<file path="config.mk">
export PLATFORM = sky130hd
export DESIGN_NAME = fetch_unit_flat
export DESIGN_NICKNAME = d
export VERILOG_FILES = /design/src/rtl/rv32_pkg.sv /design/src/rtl/fetch_unit_if.sv /design/src/rtl/fetch_pc_reg.sv /design/src/rtl/fetch_unit.sv /design/src/flat_wrapper.sv
export SDC_FILE = /design/constraint.sdc
export NUM_CORES = 1
export LEC_CHECK = 0
export CAP_MARGIN = 20
export CORE_MARGIN = 4
export CORE_UTILIZATION = 40
export CTS_CLUSTER_SIZE = 24
export DETAILED_ROUTE_END_ITERATION = 12
export GPL_TIMING_DRIVEN = 1
export PLACE_DENSITY = 0.82
export SLEW_MARGIN = 10
export SYNTH_ARGS = -nofsm -noshare
export SYNTH_HDL_FRONTEND = slang
export SYNTH_SLANG_ARGS = --single-unit
</file>
<file path="constraint.sdc">
create_clock -name clk -period 3.8 [get_ports clk]
set_input_delay 0.38 -clock clk [delete_from_list [all_inputs] [get_ports clk]]
set_output_delay 0.38 -clock clk [all_outputs]
set_load 0.005 [all_outputs]
</file>
<file path="src/rtl/rv32_pkg.sv">
// Shared RV32I definitions: NOP encoding, base opcodes and the fetch-stage
// state encoding used by fetch_unit.
package rv32_pkg;

    localparam logic [31:0] NOP = 32'h0000_0013;

    localparam logic [6:0] OP_LUI    = 7'b0110111;
    localparam logic [6:0] OP_AUIPC  = 7'b0010111;
    localparam logic [6:0] OP_JAL    = 7'b1101111;
    localparam logic [6:0] OP_JALR   = 7'b1100111;
    localparam logic [6:0] OP_BRANCH = 7'b1100011;
    localparam logic [6:0] OP_LOAD   = 7'b0000011;
    localparam logic [6:0] OP_STORE  = 7'b0100011;
    localparam logic [6:0] OP_IMM    = 7'b0010011;
    localparam logic [6:0] OP_REG    = 7'b0110011;
    localparam logic [6:0] OP_FENCE  = 7'b0001111;
    localparam logic [6:0] OP_SYSTEM = 7'b1110011;

    typedef enum logic [1:0] {
        ST_IDLE  = 2'd0,
        ST_FETCH = 2'd1,
        ST_VALID = 2'd2
    } fetch_state_t;

endpackage

</file>
<file path="src/rtl/fetch_unit_if.sv">
// Instruction-memory request/ack bus between the fetch stage (master) and
// instruction memory (slave).
interface fetch_unit_if #(
    parameter int WIDTH = 32
);
    logic [WIDTH-1:0] im_addr;
    logic             im_req;
    logic             im_ack;
    logic [WIDTH-1:0] im_rdata;

    modport master (
        output im_addr,
        output im_req,
        input  im_ack,
        input  im_rdata
    );

    modport slave (
        input  im_addr,
        input  im_req,
        output im_ack,
        output im_rdata
    );
endinterface

</file>
<file path="src/rtl/fetch_pc_reg.sv">
// Program counter register with next-PC mux, registered pc+4 and optional
// misaligned-target check (enabled by defining FETCH_MISALIGN_CHECK_EN).
module fetch_pc_reg
    import rv32_pkg::*;
#(
    parameter int               WIDTH    = 32,
    parameter logic [WIDTH-1:0] RESET_PC = '0
) (
    input  logic             clk,
    input  logic             rst,
    input  logic             commit,
    input  logic             sel,
    input  logic [WIDTH-1:0] branch_target,
    output logic [WIDTH-1:0] pc,
    output logic [WIDTH-1:0] pc_plus4,
    output logic             misaligned
);

    localparam logic [WIDTH-1:0] ALIGN_MASK = ~WIDTH'(3);
    localparam logic [WIDTH-1:0] FOUR       = WIDTH'(4);

    logic [WIDTH-1:0] pc_reg;
    logic [WIDTH-1:0] plus4_reg;
    logic [WIDTH-1:0] pc_next;
    logic [WIDTH-1:0] target_aligned;
    logic             pc_load;

    assign target_aligned = branch_target & ALIGN_MASK;
    assign pc_next        = sel ? target_aligned : plus4_reg;

`ifdef FETCH_MISALIGN_CHECK_EN
    logic misaligned_reg;
    logic bad_target;

    // A misaligned jump target freezes the PC and raises a sticky flag.
    assign bad_target = commit && sel && (branch_target[1:0] != 2'b00);
    assign pc_load    = commit && !bad_target;
    assign misaligned = misaligned_reg;

    always_ff @(posedge clk or posedge rst) begin
        if (rst) begin
            misaligned_reg <= 1'b0;
        end else if (bad_target) begin
            misaligned_reg <= 1'b1;
        end
    end
`else
    assign pc_load    = commit;
    assign misaligned = 1'b0;
`endif

    // pc+4 is kept registered alongside pc so the link value is glitch-free.
    always_ff @(posedge clk or posedge rst) begin
        if (rst) begin
            pc_reg    <= RESET_PC;
            plus4_reg <= RESET_PC + FOUR;
        end else if (pc_load) begin
            pc_reg    <= pc_next;
            plus4_reg <= pc_next + FOUR;
        end
    end

    assign pc       = pc_reg;
    assign pc_plus4 = plus4_reg;

endmodule

</file>
<file path="src/rtl/fetch_unit.sv">
// RV32I instruction fetch stage: PC, im req/ack handshake, instruction latch
// and field decode. Optional feature macro: FETCH_MISALIGN_CHECK_EN.
module fetch_unit
    import rv32_pkg::*;
#(
    parameter int               WIDTH    = 32,
    parameter logic [WIDTH-1:0] RESET_PC = 32'h0000_0000
) (
    input  logic                clk,
    input  logic                rst,
    input  logic                fetch_req,
    input  logic                pc_update,
    input  logic                PC_stall,
    input  logic                PC_MUX_sel,
    input  logic [WIDTH-1:0]    branch_target,
    fetch_unit_if.master        im,
    output logic [WIDTH-1:0]    pc,
    output logic [WIDTH-1:0]    pc_plus4,
    output logic [WIDTH-1:0]    instr,
    output logic [6:0]          opcode,
    output logic [2:0]          func3,
    output logic [6:0]          func7,
    output logic [4:0]          rd,
    output logic [4:0]          rs1,
    output logic [4:0]          rs2,
    output logic                instr_valid,
    output logic                fetch_busy,
    output logic                misaligned
);

    fetch_state_t     state_reg;
    logic             im_req_reg;
    logic             instr_valid_reg;
    logic             fetch_busy_reg;
    logic [WIDTH-1:0] instr_reg;
    logic [WIDTH-1:0] pc_cur;
    logic             pc_commit;

    // The PC must not move while memory is being addressed with it.
    assign pc_commit = pc_update && !PC_stall && (state_reg != ST_FETCH);

    fetch_pc_reg #(
        .WIDTH    (WIDTH),
        .RESET_PC (RESET_PC)
    ) u_pc (
        .clk           (clk),
        .rst           (rst),
        .commit        (pc_commit),
        .sel           (PC_MUX_sel),
        .branch_target (branch_target),
        .pc            (pc_cur),
        .pc_plus4      (pc_plus4),
        .misaligned    (misaligned)
    );

    always_ff @(posedge clk or posedge rst) begin
        if (rst) begin
            state_reg       <= ST_IDLE;
            im_req_reg      <= 1'b0;
            instr_valid_reg <= 1'b0;
            fetch_busy_reg  <= 1'b0;
            instr_reg       <= WIDTH'(NOP);
        end else begin
            case (state_reg)
                ST_IDLE, ST_VALID: begin
                    if (fetch_req) begin
                        state_reg       <= ST_FETCH;
                        im_req_reg      <= 1'b1;
                        fetch_busy_reg  <= 1'b1;
                        instr_valid_reg <= 1'b0;
                    end
                end
                ST_FETCH: begin
                    // Further fetch_req pulses are dropped until the ack arrives.
                    if (im.im_ack) begin
                        state_reg       <= ST_VALID;
                        im_req_reg      <= 1'b0;
                        fetch_busy_reg  <= 1'b0;
                        instr_valid_reg <= 1'b1;
                        instr_reg       <= im.im_rdata;
                    end
                end
                default: begin
                    state_reg       <= ST_IDLE;
                    im_req_reg      <= 1'b0;
                    fetch_busy_reg  <= 1'b0;
                    instr_valid_reg <= 1'b0;
                end
            endcase
        end
    end

    assign im.im_req   = im_req_reg;
    assign im.im_addr  = pc_cur;
    assign pc          = pc_cur;
    assign instr       = instr_reg;
    assign instr_valid = instr_valid_reg;
    assign fetch_busy  = fetch_busy_reg;

    assign opcode = instr_reg[6:0];
    assign rd     = instr_reg[11:7];
    assign func3  = instr_reg[14:12];
    assign rs1    = instr_reg[19:15];
    assign rs2    = instr_reg[24:20];
    assign func7  = instr_reg[31:25];

endmodule

</file>
<file path="src/flat_wrapper.sv">
// flat-port wrapper written by rule: the top's interface ports become plain ports
module fetch_unit_flat import rv32_pkg::*;
#(
    parameter int               WIDTH    = 32,
    parameter logic [WIDTH-1:0] RESET_PC = 32'h0000_0000
)
  (clk, rst, fetch_req, pc_update, PC_stall, PC_MUX_sel, branch_target, pc, pc_plus4, instr, opcode, func3, func7, rd, rs1, rs2, instr_valid, fetch_busy, misaligned, im_im_addr, im_im_req, im_im_ack, im_im_rdata);
  fetch_unit_if #(.WIDTH(WIDTH)) im_i ();
  input  logic clk;
  input  logic rst;
  input  logic fetch_req;
  input  logic pc_update;
  input  logic PC_stall;
  input  logic PC_MUX_sel;
  input  logic [WIDTH-1:0] branch_target;
  output logic [WIDTH-1:0] pc;
  output logic [WIDTH-1:0] pc_plus4;
  output logic [WIDTH-1:0] instr;
  output logic [6:0] opcode;
  output logic [2:0] func3;
  output logic [6:0] func7;
  output logic [4:0] rd;
  output logic [4:0] rs1;
  output logic [4:0] rs2;
  output logic instr_valid;
  output logic fetch_busy;
  output logic misaligned;
  output wire logic [$bits(im_i.im_addr)-1:0] im_im_addr;
  output wire logic [$bits(im_i.im_req)-1:0] im_im_req;
  input wire logic [$bits(im_i.im_ack)-1:0] im_im_ack;
  input wire logic [$bits(im_i.im_rdata)-1:0] im_im_rdata;
  assign im_im_addr = im_i.im_addr;
  assign im_im_req = im_i.im_req;
  assign im_i.im_ack = im_im_ack;
  assign im_i.im_rdata = im_im_rdata;
  fetch_unit #(.WIDTH(WIDTH), .RESET_PC(RESET_PC)) u_core (.clk(clk), .rst(rst), .fetch_req(fetch_req), .pc_update(pc_update), .PC_stall(PC_stall), .PC_MUX_sel(PC_MUX_sel), .branch_target(branch_target), .im(im_i), .pc(pc), .pc_plus4(pc_plus4), .instr(instr), .opcode(opcode), .func3(func3), .func7(func7), .rd(rd), .rs1(rs1), .rs2(rs2), .instr_valid(instr_valid), .fetch_busy(fetch_busy), .misaligned(misaligned));
endmodule
</file>
==> flow_summary.json <==
{
  "start_util": 0.414,
  "insertion_delay_ns": 0.35,
  "maxCapViolations": 0,
  "required_ns": 4.03,
  "cts_setup_buffers": 0,
  "setup_viol": 0,
  "rsz0062_at_grt": "no",
  "synth_most_common_cell": "dfrtp_1",
  "io_buffers": 225,
  "largest_register_ffs": 32,
  "drv_slew": 0,
  "arrival_ns": 3.03,
  "finalSetupTns_ns": 0,
  "end_kind": "register",
  "dieArea_sq_um": 16500,
  "fmax_mhz": 357,
  "grt_first_pass_wirelength_mm": 26.2,
  "dp_hpwl_mm": 12.9,
  "power.internal_uw": 3330,
  "drt_first_pass_iters": 5,
  "skew_ns": 0.00566,
  "synthCells": 602,
  "antenna_found_initial": 0,
  "fin_cells": 941,
  "power_frac_seq": 0.364,
  "outcome": "completed",
  "place_inst": 925,
  "ys_seq_area_frac": 0.406,
  "avgViaCountPerCell": 5.29,
  "synth_common_cells": "dfrtp_1 (90), nand2_1 (83), buf_4 (72)",
  "nFillCells": 1228,
  "ys_types": 63,
  "min_path_type": "in2async",
  "r2r_slack_ns": 1.00,
  "ys_top_cells_by_area": "dfrtp_1 (39%), buf_4 (9.3%), mux2_2 (7.6%)",
  "startpoint_type": "register",
  "drt_iter0_markers": 311,
  "ys_ff_latch": 94,
  "slew_headroom": 0.477,
  "cts_resized": 0,
  "yosysTopAreaCellShare": 0.388,
  "nets": 828,
  "overflow": 0,
  "path_max_fanout": 6,
  "synth_top_cell_by_area": "dfrtp_1",
  "rows": 43,
  "grt_pass1_vias": 4858,
  "fin_crit_sh": 0.737,
  "ctsHtreeMaxLevel": 3,
  "cts_tree": "done",
  "grt_max_degree": 69,
  "clkTransAtPathRegs_ns": 0.07,
  "ys_async_sr_fraction": 1.00,
  "r2r_end": "u_core.u_pc.pc_plus4[22]$_DFFE_PP0N_",
  "synth_edf_count": 0,
  "cts_hold_buf": 0,
  "swShare": 0.318,
  "wl_per_cell_um": 17.7,
  "drcViolationCount": 0,
  "p_switching_uw": 1560,
  "place_congestion": 0.846,
  "hold_violations": 0,
  "grt.total_usage": 0.200,
  "yosysWarnings": 0,
  "clkSinkCount": 94,
  "via_count": 4974,
  "ios": 235,
  "power.share.combinational": 0.458,
  "p_leak_uw": 0.00333,
  "fp.dieW_um": 129,
  "fp.dieH_um": 129,
  "ir_worst_vdd_uv": 409,
  "ant_nets": 0,
  "syn_area_per_cell_sq_um": 9.65,
  "tightest_slew_ns": 0.781,
  "drive_above_1_share": 0.129,
  "reg2reg_depth": 8,
  "pwr-share-clk": 0.178,
  "post-route-util": 0.572,
  "synth-main-ff-cell": "dfrtp_1",
  "wirelength_mm": 16.7,
  "area_growth_pct": 38.3,
  "core_sq_um": 14000,
  "cts_buffers": 9,
  "final.min_clock_period_ns": 2.80,
  "clockRootBuffer": "clkbuf_16",
  "cts_max_path_buffers": 2,
  "p_per_area_nw_per_um2": 609,
  "diodes": 0,
  "worstSetupPathType": "reg2reg",
  "syn_area_sq_um": 5810,
  "rr_startpoint": "u_core.u_pc.pc_plus4[2]$_DFFE_PP1N_"
}
## cell usage in the layout (no fill, tap or decap), drive strengths merged, types with 5 or more instances in the layout
cell type,instances
mux2,39
mux2i,35
a21oi,23
inv,6
clkdlybuf4s50,224
nand3b,10
o21ai,39
conb,7
nand4,10
and2,8
nor2,26
nand2,83
a31oi,15
nand3,15
nor3,9
buf,16
o21a,5
dfrtp,90
clkbuf,10
nand2b,18
## per-layer routing
metal  vias to the layer above  wire length (um)  share of wire  GRT usage
met5                         -                 0              0          0
li1                       2356                 -              -          -
met4                         0               315          0.019     0.0506
met2                       193              7970           0.48      0.333
met1                      2404              6920           0.41      0.251
met3                        21              1500          0.090     0.0677
## cell type report
type	instances	area (sq um)	area share
Multi-Input combinational cell	406	2760	0.344
Timing Repair Buffer	240	2380	0.297
Sequential cell	94	2360	0.293
Clock buffer	10	239	0.0297
Tap cell	180	225	0.0280
Clock inverter	6	45.0	0.00561
Inverter	5	21.3	0.00265
## power groups by stage
stage	combinational [uW]	sequential [uW]	clock (uW)
after detailed placement	2270	1800	0
final	2240	1780	870
after CTS	2280	1790	898
after global routing	2420	1850	940
after floorplan	1030	1750	0
after global placement	2240	1790	0
## logic make-up after synthesis
kind of cell             count (synthesis)  share of synthesized area
buffers and inverters                  108                      0.123
AND/OR/NAND/NOR                        198                      0.183
AO/OA/AOI/OAI                          120                      0.140
XOR/XNOR                                 6                    0.00905
multiplexers                            74                      0.136
adder cells (fa/ha/maj)                  1                    0.00215
flip-flops                              94                      0.406
other                                    1                   0.000646
## through the flow
step	worst slack (ns)	cell area (sq um)	total power, uW	hold slack [ns]
final	1.00	8040	4890	0.476
after detailed placement	0.694	7750	4070	0.475
after floorplan	0.825	5830	2790	0.467
after CTS	1.00	8040	4960	0.487
after global routing	0.858	8040	5210	0.495
after global placement	0.776	7750	4030	0.472
## worst max-delay path, stage by stage (launching register included)
cell and delay (ns):
dfstp_2 0.56, mux2_2 0.17, ha_1 0.19, inv_1 0.10, a221oi_2 0.35, nand4_1 0.44, or4_1 0.63, a31oi_1 0.17
nor3_1 0.07
## how the worst max path moves through the flow
stage                     slack (ns)  depth (start not counted)                           startpoint                                    to
final                           1.00                          8  u_core.u_pc.pc_plus4[2]$_DFFE_PP1N_  u_core.u_pc.pc_plus4[22]$_DFFE_PP0N_
after global routing            0.86                          9  u_core.u_pc.pc_plus4[2]$_DFFE_PP1N_  u_core.u_pc.pc_plus4[26]$_DFFE_PP0N_
after CTS                       1.00                          8  u_core.u_pc.pc_plus4[2]$_DFFE_PP1N_  u_core.u_pc.pc_plus4[22]$_DFFE_PP0N_
after detailed placement        0.69                          9                           PC_MUX_sel  u_core.u_pc.pc_plus4[22]$_DFFE_PP0N_
after global placement          0.78                          9                           PC_MUX_sel  u_core.u_pc.pc_plus4[22]$_DFFE_PP0N_
after floorplan                 0.83                         14                           PC_MUX_sel  u_core.u_pc.pc_plus4[22]$_DFFE_PP0N_
(Power assumes the default switching activity.)
